<file path="src/rtl/mod_counter.sv">
// Parametrised synchronous modulo-N up/down counter with parallel load,
// wrap/saturate mode, combinational terminal count and a registered wrap pulse.
module mod_counter #(
   parameter int unsigned WIDTH    = 6,
   parameter int unsigned MAX_VAL  = (2 ** WIDTH) - 1,
   parameter bit          SATURATE = 1'b0
) (
   input  logic             clk,
   input  logic             reset,
   input  logic             en,
   input  logic             up,
   input  logic             load,
   input  logic [WIDTH-1:0] load_val,
   output logic [WIDTH-1:0] q,
   output logic             tc,
   output logic             wrap
);

   localparam logic [WIDTH-1:0] MAX_Q  = MAX_VAL[WIDTH-1:0];
   localparam logic [WIDTH-1:0] ZERO_Q = '0;
   localparam logic [WIDTH-1:0] ONE_Q  = {{(WIDTH-1){1'b0}}, 1'b1};

   logic [WIDTH-1:0] q_next;
   logic             wrap_next;

   always_comb begin
      q_next    = q;
      wrap_next = 1'b0;
      if (load) begin
         q_next = (load_val > MAX_Q) ? MAX_Q : load_val;
      end else if (en) begin
         if (up) begin
            if (q < MAX_Q) begin
               q_next = q + ONE_Q;
            end else if (q == MAX_Q) begin
               wrap_next = 1'b1;
               q_next    = SATURATE ? q : ZERO_Q;
            end else begin
               // Out-of-range state recovers to a range end.
               wrap_next = 1'b1;
               q_next    = SATURATE ? MAX_Q : ZERO_Q;
            end
         end else begin
            if (q != ZERO_Q) begin
               q_next = q - ONE_Q;
            end else begin
               wrap_next = 1'b1;
               q_next    = SATURATE ? q : MAX_Q;
            end
         end
      end
   end

   always_ff @(posedge clk) begin
      if (reset) begin
         q    <= '0;
         wrap <= 1'b0;
      end else begin
         q    <= q_next;
         wrap <= wrap_next;
      end
   end

   // Independent of en so it can gate a downstream counter's enable.
   assign tc = up ? (q == MAX_Q) : (q == ZERO_Q);

endmodule
</file>
<file path="config.mk">
export PLATFORM = sky130hd
export DESIGN_NAME = mod_counter
export DESIGN_NICKNAME = d
export VERILOG_FILES = /design/src/rtl/mod_counter.sv
export SDC_FILE = /design/constraint.sdc
export NUM_CORES = 1
export LEC_CHECK = 0
export CAP_MARGIN = 20
export CORE_MARGIN = 5
export CORE_UTILIZATION = 44
export CTS_BUF_LIST = sky130_fd_sc_hd__clkbuf_4 sky130_fd_sc_hd__clkbuf_8 sky130_fd_sc_hd__clkbuf_16
export DETAILED_ROUTE_END_ITERATION = 8
export GPL_ROUTABILITY_DRIVEN = 0
export PLACE_DENSITY_LB_ADDON = 0.12
export SETUP_SLACK_MARGIN = 0.4
export SYNTH_ARGS = -nofsm -noshare
export SYNTH_HDL_FRONTEND = slang
export SYNTH_SLANG_ARGS = --single-unit
</file>
<file path="constraint.sdc">
create_clock -name clk -period 2 [get_ports clk]
set_input_delay 0.3 -clock clk [delete_from_list [all_inputs] [get_ports clk]]
set_output_delay 0.3 -clock clk [all_outputs]
set_load 0.05 [all_outputs]
</file>
==> impl_metrics.prom, run 1 <==
# TYPE chip_impl_metric gauge
chip_impl_metric{name="floorplan.core_area",unit="sq mm"} 0.00128
chip_impl_metric{name="finalSetupViolations",unit=""} 0
chip_impl_metric{name="syn-instance-count",unit=""} 79
chip_impl_metric{name="fin_nets",unit=""} 122
chip_impl_metric{name="floorplan.die.height",unit="um"} 46.5
chip_impl_metric{name="hold_viol",unit=""} 0
chip_impl_metric{name="grt_pass1_vias",unit=""} 642
chip_impl_metric{name="layout.cells.non_filler",unit=""} 122
chip_impl_info{name="synthFlopType",value="sky130_fd_sc_hd__dfxtp_1"} 1
chip_impl_metric{name="avgRoutedWirePerCell",unit="um"} 15.3
chip_impl_metric{name="grt_antenna_before_repair",unit=""} 0
chip_impl_metric{name="final_hpwl_from_detailed_placement",unit="mm"} 1.21
chip_impl_metric{name="detail_route.first_pass.iterations",unit=""} 4
chip_impl_info{name="cts_root_buffer",value="sky130_fd_sc_hd__clkbuf_4"} 1
chip_impl_info{name="tritoncts_clock_tree",value="yes"} 1
chip_impl_metric{name="cellLeakagePower",unit="uW"} 0.000424
chip_impl_metric{name="fillerInstances",unit=""} 107
chip_impl_metric{name="synth.net_count",unit=""} 93
chip_impl_metric{name="power_per_cell_area",unit="mW/mm^2"} 572
chip_impl_metric{name="total_length_of_routed_wires",unit="mm"} 1.87
chip_impl_metric{name="placement.io_buffers",unit=""} 18
chip_impl_metric{name="register_area",unit="sq um"} 153
chip_impl_metric{name="stdcell_area",unit="sq um"} 970
chip_impl_metric{name="post-route-min-period",unit="ps"} 1670
chip_impl_metric{name="htree_levels",unit=""} 1
chip_impl_metric{name="dpl_worst_slack",unit="ps"} 85.9
chip_impl_metric{name="clkSlewWorstSetupHoldPaths",unit="ps"} 60
chip_impl_metric{name="cp.required",unit="ps"} 1700
chip_impl_metric{name="final_layout_size_suffix_gt1_frac",unit=""} 0.327
chip_impl_metric{name="yosysSeqAreaShare",unit=""} 0.239
chip_impl_metric{name="cts_inserted_buffers",unit=""} 3
chip_impl_metric{name="yosysWarningCount",unit=""} 0
chip_impl_metric{name="remaining_drc_errors",unit=""} 0
chip_impl_metric{name="grt_pass1_wl",unit="mm"} 2.97
chip_impl_metric{name="synth_enable_flop_cells",unit=""} 0
chip_impl_metric{name="design.die.area",unit="sq mm"} 0.00216
chip_impl_metric{name="io_pins",unit=""} 19
chip_impl_metric{name="drt-met1-wl",unit="um"} 743
chip_impl_metric{name="number_of_maximum_capacitance_constraint_violations",unit=""} 0
chip_impl_metric{name="synth-async-reset-ratio",unit=""} 0
chip_impl_metric{name="grt_usage",unit=""} 0.195
chip_impl_metric{name="clock_tree.buffer_depth",unit=""} 2
chip_impl_metric{name="met3_length",unit="um"} 172
chip_impl_metric{name="maxSlewHeadroom",unit=""} 0.676
chip_impl_metric{name="syn_avg_cell_area",unit="sq um"} 7.41
chip_impl_info{name="classification_of_the_worst_setup_path",value="reg2out"} 1
chip_impl_metric{name="diodes",unit=""} 0
chip_impl_metric{name="cp_data_arrival_time",unit="ps"} 1370
chip_impl_metric{name="irDropWorstVdd",unit="mV"} 0.326
chip_impl_metric{name="placement.cell_area",unit="sq um"} 851
chip_impl_metric{name="grt_max_degree",unit=""} 13
chip_impl_metric{name="cp_max_fo",unit=""} 5
chip_impl_metric{name="total_gr_overflow",unit=""} 0
chip_impl_metric{name="syn-cell-area",unit="sq um"} 586
chip_impl_metric{name="ant_nets",unit=""} 0
chip_impl_metric{name="cts_sinks",unit=""} 7
chip_impl_metric{name="final_period_utilization",unit=""} 0.837
chip_impl_metric{name="multi_input_comb_area",unit="sq um"} 465
chip_impl_info{name="dr.max_layer_used",value="met4"} 1
chip_impl_metric{name="rows",unit=""} 13
chip_impl_metric{name="start_util",unit=""} 0.456
chip_impl_metric{name="yosys_register_bits",unit=""} 7
chip_impl_metric{name="number_of_distinct_library_cells_after_synthesis",unit=""} 31
chip_impl_metric{name="dp_cells",unit=""} 112
chip_impl_metric{name="layout_setup_ws",unit="ps"} 325
chip_impl_metric{name="routed-via-count",unit=""} 715
chip_impl_metric{name="final_core_utilization",unit=""} 0.755
chip_impl_info{name="rsz0062_at_grt",value="true"} 1
chip_impl_info{name="status",value="finished clean"} 1
chip_impl_metric{name="first_iter_violations",unit=""} 31
chip_impl_metric{name="die_w",unit="um"} 46.5
chip_impl_metric{name="fin_tns_setup",unit="ps"} 0
chip_impl_info{name="startpoint_type",value="flip-flop"} 1
chip_impl_metric{name="viasPerCell",unit=""} 5.86
chip_impl_metric{name="timing_worst_slew_pin_value",unit="ps"} 489
chip_impl_metric{name="worst_skew_late_latency",unit="ps"} 250
chip_impl_metric{name="fin_skew",unit="ps"} 0.172
chip_impl_metric{name="met2_wirelength",unit="um"} 908
chip_impl_info{name="worstSetupEndpointType",value="output pin"} 1
chip_impl_metric{name="max_clock_freq",unit="GHz"} 0.597
chip_impl_metric{name="layout-area-overhead-vs-synth",unit="%"} 65.6
chip_impl_info{name="hold_path_class",value="in2reg"} 1
chip_impl_metric{name="final_max_slew_viol_count",unit=""} 0
-- cells in the final DEF, fill, tap and decap left out, drive strengths merged, types with 2 or more instances in the layout --
| cell | n |
|---|---|
| nand3 | 5 |
| a31oi | 2 |
| nand4 | 3 |
| and3 | 2 |
| o21ai | 4 |
| clkdlybuf4s50 | 8 |
| inv | 5 |
| dlygate4sd2 | 7 |
| o22ai | 2 |
| nand2 | 7 |
| a311oi | 2 |
| ha | 3 |
| nor2 | 7 |
| dfxtp | 7 |
| buf | 13 |
| or4 | 2 |
| a21oi | 7 |
| clkbuf | 4 |
-- worst paths after layout --
path              start  slack [ps]  depth (start not counted)    to
setup reg to reg   q[0]         390                          6  q[2]
setup / recovery   q[0]         330                          4    tc
hold reg to reg    q[3]         580                          2  q[4]
hold / removal       en         560                          2  wrap
-- per-stage QoR --
stage,hold WS [ps],power (uW)
4_1_cts,575,527
2_1_floorplan,359,306
6_report,561,554
5_1_grt,563,587
3_3_place_gp,551,376
3_5_place_dp,562,378
-- where the power goes --
| part | internal (uW) | total (uW) | switching, uW | leakage, uW |
|---|---|---|---|---|
| clock network | 90.0 | 147 | 56.6 | 0.0000184 |
| logic | 109 | 230 | 122 | 0.000346 |
| registers | 152 | 178 | 25.9 | 0.0000603 |
-- layout make-up --
cell class | instances | area share
tap | 15 | 0.0194
clock buffer | 4 | 0.0310
timing repair buffer | 30 | 0.283
sequential | 7 | 0.157
inverter | 5 | 0.0297
multi-input combinational | 61 | 0.480
-- metal layers --
layer	track usage	up-vias
met5	0	-
met4	0.142	0
met3	0.0430	4
met2	0.288	39
met1	0.243	324
li1	-	348
-- state kept, by name, indices dropped and copies added, names as in the netlist --
name and count:
q 6, wrap 1
-- cells in the mapped netlist (3+ instances only) --
library cell	instances	area (sq um)
sky130_fd_sc_hd__inv_1	5	18.8
sky130_fd_sc_hd__nor2_1	7	26.3
sky130_fd_sc_hd__nand3_1	5	25.0
sky130_fd_sc_hd__o21ai_0	4	20.0
sky130_fd_sc_hd__nand2_1	7	26.3
sky130_fd_sc_hd__nand4_1	3	18.8
sky130_fd_sc_hd__a21oi_1	7	35.0
sky130_fd_sc_hd__dfxtp_1	7	140
sky130_fd_sc_hd__ha_1	3	37.5
sky130_fd_sc_hd__clkbuf_1	5	18.8
-- timing repair --
item,4_1_cts,5_1_grt
setup buffers,3,3
pin swaps,3,3
setup endpoints to repair,11,5
gates resized for setup,11,10
hold endpoints to repair,0,0
hold buffers,0,0
-- worst max-delay path, cell delays in order, from the launching register on --
cell	delay (ps)
sky130_fd_sc_hd__dfxtp_4	390
sky130_fd_sc_hd__ha_2	240
sky130_fd_sc_hd__nand3_1	140
sky130_fd_sc_hd__o21ai_4	190
sky130_fd_sc_hd__buf_12	160
-- logic make-up after synthesis --
family | Yosys count | synth area share
buffers and inverters | 11 | 0.0833
adders and majority gates | 3 | 0.0641
muxes | 2 | 0.0427
AOI/OAI and AO/OA | 24 | 0.276
and+or+nand+nor | 30 | 0.265
DFF | 7 | 0.239
xor gates and xnor gates | 2 | 0.0299
Power figures use the tool's default switching activity.
==> run 2: changes to the inputs <==
==> constraint.sdc (replaced) <==
create_clock -name clk -period 1.7 [get_ports clk]
set_input_delay 0.255 -clock clk [delete_from_list [all_inputs] [get_ports clk]]
set_output_delay 0.255 -clock clk [all_outputs]
set_load 0.05 [all_outputs]
==> impl_metrics.prom, run 2 (synthesized netlist as in run 1, its figures left out) <==
# TYPE chip_impl_metric gauge
chip_impl_metric{name="total_length_of_routed_wires",unit="mm"} 2.09
chip_impl_metric{name="grt_pass1_wl",unit="mm"} 3.22
chip_impl_metric{name="layout_setup_ws",unit="ps"} 33.6
chip_impl_metric{name="diodes",unit=""} 0
chip_impl_metric{name="power_per_cell_area",unit="mW/mm^2"} 653
chip_impl_metric{name="irDropWorstVdd",unit="mV"} 0.349
chip_impl_info{name="worstHoldStart",value="en"} 1
chip_impl_metric{name="cp.required",unit="ps"} 1440
chip_impl_metric{name="final_layout_size_suffix_gt1_frac",unit=""} 0.470
chip_impl_metric{name="worst_skew_late_latency",unit="ps"} 250
chip_impl_metric{name="cp_max_fo",unit=""} 4
chip_impl_metric{name="avgRoutedWirePerCell",unit="um"} 16.1
chip_impl_metric{name="placement.io_buffers",unit=""} 18
chip_impl_metric{name="max_clock_freq",unit="GHz"} 0.600
chip_impl_info{name="worstSetupEndpointType",value="output pin"} 1
chip_impl_info{name="classification_of_the_worst_setup_path",value="reg2out"} 1
chip_impl_info{name="cts_root_buffer",value="sky130_fd_sc_hd__clkbuf_4"} 1
chip_impl_metric{name="routed-via-count",unit=""} 780
chip_impl_metric{name="io_pins",unit=""} 19
chip_impl_metric{name="final_period_utilization",unit=""} 0.980
chip_impl_metric{name="final_max_slew_viol_count",unit=""} 0
chip_impl_info{name="crit_path_max_delay_cell_type",value="sky130_fd_sc_hd__dfxtp_4"} 1
chip_impl_metric{name="rows",unit=""} 13
chip_impl_info{name="critical_path.startpoint",value="q[1]"} 1
chip_impl_metric{name="first_iter_violations",unit=""} 42
chip_impl_info{name="layout_common_cells",value="23 x sky130_fd_sc_hd__buf_4, 8 x sky130_fd_sc_hd__clkdlybuf4s50_1, 7 x sky130_fd_sc_hd__nand2_1"} 1
chip_impl_info{name="startpoint_type",value="flip-flop"} 1
chip_impl_metric{name="die_w",unit="um"} 46.5
chip_impl_metric{name="report.power.total",unit="uW"} 691
chip_impl_info{name="rsz0062_at_grt",value="true"} 1
chip_impl_metric{name="design.die.area",unit="sq mm"} 0.00216
chip_impl_metric{name="grt_usage",unit=""} 0.211
chip_impl_metric{name="fin_nets",unit=""} 130
chip_impl_info{name="top_regs",value="q: 6 flops, wrap: 1 flops"} 1
chip_impl_metric{name="cellLeakagePower",unit="uW"} 0.000452
chip_impl_metric{name="stdcell_area",unit="sq mm"} 0.00106
chip_impl_metric{name="cts_inserted_buffers",unit=""} 3
chip_impl_metric{name="fin_skew",unit="ps"} 2.55
chip_impl_metric{name="fillerInstances",unit=""} 78
chip_impl_metric{name="register_to_register_path_setup_slack",unit="ps"} 70
chip_impl_metric{name="cp_data_arrival_time",unit="ps"} 1410
chip_impl_metric{name="final_hpwl_from_detailed_placement",unit="mm"} 1.36
chip_impl_metric{name="maxSlewHeadroom",unit=""} 0.771
chip_impl_info{name="tritoncts_clock_tree",value="yes"} 1
chip_impl_metric{name="finalSetupViolations",unit=""} 0
chip_impl_metric{name="hold_buffer_count_at_cts",unit=""} 0
chip_impl_info{name="status",value="finished clean"} 1
chip_impl_metric{name="ant_nets",unit=""} 0
chip_impl_metric{name="grt_pass1_vias",unit=""} 705
chip_impl_metric{name="htree_levels",unit=""} 1
chip_impl_metric{name="critPathMaxStageDelay",unit="ps"} 390
chip_impl_metric{name="placement.cell_area",unit="sq um"} 891
chip_impl_metric{name="clock_tree.buffer_depth",unit=""} 2
chip_impl_metric{name="detail_route.first_pass.iterations",unit=""} 4
chip_impl_info{name="worst_r2r_startpoint",value="q[1]"} 1
chip_impl_metric{name="floorplan.die.height",unit="um"} 46.5
chip_impl_metric{name="timing_worst_slew_pin_value",unit="ps"} 340
chip_impl_metric{name="largest_register_ffs",unit=""} 6
chip_impl_metric{name="remaining_drc_errors",unit=""} 0
chip_impl_info{name="hold_path_class",value="in2reg"} 1
chip_impl_info{name="layout.cells.most_common",value="sky130_fd_sc_hd__buf_4"} 1
chip_impl_metric{name="total_gr_overflow",unit=""} 0
chip_impl_metric{name="clkSlewWorstSetupHoldPaths",unit="ps"} 50
chip_impl_info{name="timing.critical_path.cells",value="ha_2 > buf_4 > nand3_2 > o21ai_4 > buf_12"} 1
chip_impl_metric{name="floorplan.core_area",unit="sq mm"} 0.00128
chip_impl_metric{name="cts_sinks",unit=""} 7
chip_impl_metric{name="layout-area-overhead-vs-synth",unit="%"} 80.6
chip_impl_metric{name="grt_antenna_before_repair",unit=""} 0
chip_impl_metric{name="grt_max_degree",unit=""} 12
chip_impl_metric{name="viasPerCell",unit=""} 6.00
chip_impl_info{name="register_name_with_the_most_flops",value="q"} 1
chip_impl_metric{name="dpl_worst_slack",unit="ps"} -138
chip_impl_metric{name="start_util",unit=""} 0.456
chip_impl_metric{name="number_of_maximum_capacitance_constraint_violations",unit=""} 0
chip_impl_metric{name="fin_tns_setup",unit="ps"} 0
chip_impl_metric{name="final_core_utilization",unit=""} 0.823
chip_impl_metric{name="hold_viol",unit=""} 0
chip_impl_info{name="timing.critical_path.max_delay_family",value="flip-flops"} 1
chip_impl_metric{name="crit_buf_inv",unit=""} 2
chip_impl_metric{name="post-route-min-period",unit="ps"} 1670
run 2: changes by cell type in the layout (fill, tap and decap cells not counted), sizes merged:
cell         delta
buf            +14
dlygate4sd2     -6
run 2: per-stage QoR:
step / hold slack, ps / std cells
after floorplan: 314 / 79
after global placement: 550 / 117
after CTS: 565 / 128
after global routing: 568 / 130
final: 516 / 130
after detailed placement: 554 / 117
run 2: path summary, 6_finish.rpt:
kind                to  cells after the start
setup reg to reg  q[2]                      6
hold / removal    q[2]                      4
setup / recovery    tc                      5
hold reg to reg   q[4]                      2
run 2: repair_timing:
action,CTS,global route
endpoints found under the setup margin,9,7
resized for setup,13,7
pin swaps,6,9
setup buffers,7,2
run 2: area by class of cell:
class,instances,area [sq um],area share
timing repair buffer,38,339,0.321
sequential,7,158,0.149
inverter,5,28.8,0.0272
multi-input combinational,61,483,0.457
tap,15,18.8,0.0178
clock buffer,4,30.0,0.0284
run 2: tightest hold or removal path, cell delays in order:
cell                             delay (ps)
sky130_fd_sc_hd__dlymetal6s2s_1         200
sky130_fd_sc_hd__nor2_1                 100
sky130_fd_sc_hd__or4_1                  110
sky130_fd_sc_hd__a21oi_1                 50
run 2: layer usage:
metal,wire [um],up-vias,GRT usage
met5,0,-,0
met3,158,10,0.0586
li1,-,368,-
met2,1040,44,0.341
met4,48,0,0.0625
met1,849,358,0.270
run 2: power by group:
| part | total [uW] | internal, uW | leakage (uW) | switching [uW] |
|---|---|---|---|---|
| registers | 208 | 177 | 0.0000609 | 30.8 |
| clock network | 169 | 106 | 0.0000184 | 63.2 |
| logic | 314 | 158 | 0.000372 | 156 |
| total | 691 | 441 | 0.000452 | 250 |
==> run 3: changes to the inputs <==
--- a/config.mk
+++ b/config.mk
@@ -11,8 +11,7 @@
 export CTS_BUF_LIST = sky130_fd_sc_hd__clkbuf_4 sky130_fd_sc_hd__clkbuf_8 sky130_fd_sc_hd__clkbuf_16
 export DETAILED_ROUTE_END_ITERATION = 8
 export GPL_ROUTABILITY_DRIVEN = 0
-export PLACE_DENSITY_LB_ADDON = 0.12
-export SETUP_SLACK_MARGIN = 0.4
+export PLACE_DENSITY = 0.77
 export SYNTH_ARGS = -nofsm -noshare
 export SYNTH_HDL_FRONTEND = slang
 export SYNTH_SLANG_ARGS = --single-unit
==> impl_metrics.prom, run 3 (synthesized netlist as in run 1, its figures left out) <==
# TYPE chip_impl_metric gauge
chip_impl_info{name="worst_r2r_startpoint",value="q[0]"} 1
chip_impl_metric{name="stdcell_area",unit="sq um"} 973
chip_impl_info{name="layout.cells.most_common",value="sky130_fd_sc_hd__buf_4"} 1
chip_impl_metric{name="cp.depth",unit=""} 5
chip_impl_metric{name="power_per_cell_area",unit="mW/mm^2"} 693
chip_impl_metric{name="grt_pass1_wl",unit="mm"} 3.08
chip_impl_info{name="register_name_with_the_most_flops",value="q"} 1
chip_impl_metric{name="worst_reg2reg_path_depth",unit=""} 6
chip_impl_metric{name="number_of_maximum_capacitance_constraint_violations",unit=""} 0
chip_impl_metric{name="register_to_register_path_setup_slack",unit="ps"} 70
chip_impl_metric{name="placement.io_buffers",unit=""} 18
chip_impl_metric{name="dpl_worst_slack",unit="ps"} -196
chip_impl_metric{name="first_iter_violations",unit=""} 41
chip_impl_metric{name="fin_skew",unit="ps"} 10.7
chip_impl_info{name="classification_of_the_worst_setup_path",value="reg2out"} 1
chip_impl_metric{name="avgRoutedWirePerCell",unit="um"} 16.1
chip_impl_metric{name="detail_route.first_pass.iterations",unit=""} 4
chip_impl_metric{name="drt-met1-wl",unit="um"} 825
chip_impl_metric{name="fin_tns_setup",unit="ps"} 0
chip_impl_metric{name="start_util",unit=""} 0.456
chip_impl_metric{name="remaining_drc_errors",unit=""} 0
chip_impl_metric{name="rows",unit=""} 13
chip_impl_info{name="critical_path.startpoint",value="q[0]"} 1
chip_impl_info{name="rr_endpoint",value="q[2]"} 1
chip_impl_metric{name="floorplan.core_area",unit="sq mm"} 0.00128
chip_impl_metric{name="grt_max_degree",unit=""} 12
chip_impl_info{name="layout_common_cells",value="22 x sky130_fd_sc_hd__buf_4, 9 x sky130_fd_sc_hd__clkdlybuf4s50_1, 7 x sky130_fd_sc_hd__nor2_1, 7 x sky130_fd_sc_hd__nand2_1, 6 x sky130_fd_sc_hd__a21oi_1"} 1
chip_impl_metric{name="final_period_utilization",unit=""} 0.982
chip_impl_metric{name="finalSetupViolations",unit=""} 0
chip_impl_metric{name="final_max_slew_viol_count",unit=""} 0
chip_impl_metric{name="total_gr_overflow",unit=""} 0
chip_impl_metric{name="design.die.area",unit="sq mm"} 0.00216
chip_impl_info{name="top_regs",value="q: 6 flops, wrap: 1 flops"} 1
chip_impl_metric{name="hold_viol",unit=""} 0
chip_impl_metric{name="grt_usage",unit=""} 0.199
chip_impl_metric{name="fin_nets",unit=""} 125
chip_impl_metric{name="report.power.total",unit="uW"} 675
chip_impl_metric{name="total_length_of_routed_wires",unit="mm"} 2.02
chip_impl_metric{name="cp.required",unit="ps"} 1440
chip_impl_metric{name="final_hpwl_from_detailed_placement",unit="mm"} 1.29
chip_impl_metric{name="cp_data_arrival_time",unit="ps"} 1410
chip_impl_metric{name="post-route-min-period",unit="ps"} 1670
chip_impl_info{name="dr.max_layer_used",value="met4"} 1
chip_impl_metric{name="met3_length",unit="um"} 180
chip_impl_metric{name="diodes",unit=""} 0
chip_impl_metric{name="layout-area-overhead-vs-synth",unit="%"} 66.2
chip_impl_metric{name="viasPerCell",unit=""} 5.98
chip_impl_metric{name="clock_tree.buffer_depth",unit=""} 2
chip_impl_metric{name="cts_inserted_buffers",unit=""} 3
chip_impl_metric{name="cts_sinks",unit=""} 7
chip_impl_metric{name="hold_buffer_count_at_cts",unit=""} 0
chip_impl_metric{name="critPathMaxStageDelay",unit="ps"} 390
chip_impl_metric{name="timing_worst_slew_pin_value",unit="ps"} 389
chip_impl_info{name="timing.critical_path.cells",value="ha_1 > buf_4 > nand3_2 > o21ai_4 > buf_12"} 1
chip_impl_metric{name="met2_wirelength",unit="um"} 976
chip_impl_info{name="timing.critical_path.max_delay_family",value="flip-flops"} 1
chip_impl_info{name="cts_root_buffer",value="sky130_fd_sc_hd__clkbuf_4"} 1
chip_impl_metric{name="layout_setup_ws",unit="ps"} 30.9
chip_impl_metric{name="io_pins",unit=""} 19
chip_impl_metric{name="max_clock_freq",unit="GHz"} 0.599
chip_impl_info{name="hold_path_class",value="in2reg"} 1
chip_impl_metric{name="floorplan.die.height",unit="um"} 46.5
chip_impl_metric{name="crit_buf_inv",unit=""} 2
chip_impl_metric{name="worst_skew_late_latency",unit="ps"} 270
chip_impl_info{name="tritoncts_clock_tree",value="yes"} 1
chip_impl_metric{name="ant_nets",unit=""} 0
chip_impl_metric{name="grt_antenna_before_repair",unit=""} 0
chip_impl_metric{name="largest_register_ffs",unit=""} 6
chip_impl_info{name="worstSetupEndpointType",value="output pin"} 1
chip_impl_metric{name="htree_levels",unit=""} 1
chip_impl_info{name="crit_path_max_delay_cell_type",value="sky130_fd_sc_hd__dfxtp_4"} 1
chip_impl_metric{name="die_w",unit="um"} 46.5
chip_impl_metric{name="clkSlewWorstSetupHoldPaths",unit="ps"} 70
chip_impl_info{name="status",value="finished clean"} 1
chip_impl_metric{name="grt_pass1_vias",unit=""} 670
chip_impl_metric{name="final_core_utilization",unit=""} 0.758
chip_impl_metric{name="maxSlewHeadroom",unit=""} 0.737
chip_impl_metric{name="routed-via-count",unit=""} 747
chip_impl_metric{name="placement.cell_area",unit="sq um"} 862
chip_impl_metric{name="cp_max_fo",unit=""} 4
chip_impl_info{name="startpoint_type",value="flip-flop"} 1
chip_impl_info{name="cp-endpoint",value="tc"} 1
chip_impl_metric{name="irDropWorstVdd",unit="mV"} 0.527
chip_impl_metric{name="final_layout_size_suffix_gt1_frac",unit=""} 0.400
chip_impl_metric{name="cellLeakagePower",unit="uW"} 0.000416
==> run 3: cell types whose count changed in the layout (fill, tap and decap cells not counted), sizes merged <==
cell	change
buf	-4
clkdlybuf4s50	+1
dlymetal6s2s	-1
clkdlybuf4s15	-1
==> run 3: cell type report <==
cell class,count,area [sq um]
multi-input cells,61,465
fillers,97,312
repair buffers,33,284
flip-flops and latches,7,151
clock buffers,4,30.0
inverters,5,23.8
well taps,15,18.8
==> run 3: per-layer routing <==
metal  vias up  track usage
li1        352            -
met1       341        0.247
met2        48        0.330
met3         6       0.0273
met4         0       0.0966
met5         -            0
==> run 3: worst register-to-register path: cells and delay by family, from the launching register on <==
kind                     cells  cell delay [ps]
multiplexers                 1              270
flip-flops                   1              390
adder cells (fa/ha/maj)      1              160
buffers and inverters        1               60
AO/OA/AOI/OAI                1              120
AND/OR/NAND/NOR              2              590
==> run 3: repair_timing <==
action	4_1_cts	5_1_grt
pin swaps	1	1
buffers inserted	2	3
resized for setup	5	5
setup endpoints to repair	1	2
==> run 3: worst min path at each step <==
stage	endpoint	from	cells past startpoint
after floorplan	q[1]	reset	1
after global placement	q[4]	q[3]	2
after detailed placement	q[4]	q[3]	2
after CTS	q[1]	load_val[1]	3
after global routing	q[1]	load_val[1]	3
final	q[1]	load_val[1]	3
==> run 3: where the power goes <==
group / internal [uW] / switching [uW] / total [uW]
clock network: 106 / 81.8 / 188
registers: 178 / 27.9 / 206
logic: 132 / 149 / 281
total: 416 / 259 / 675
==> run 3: through the flow <==
stage	instances	hold slack, ps
after floorplan	79	314
after global placement	116	557
after detailed placement	116	556
after CTS	122	541
after global routing	125	565
final	125	534
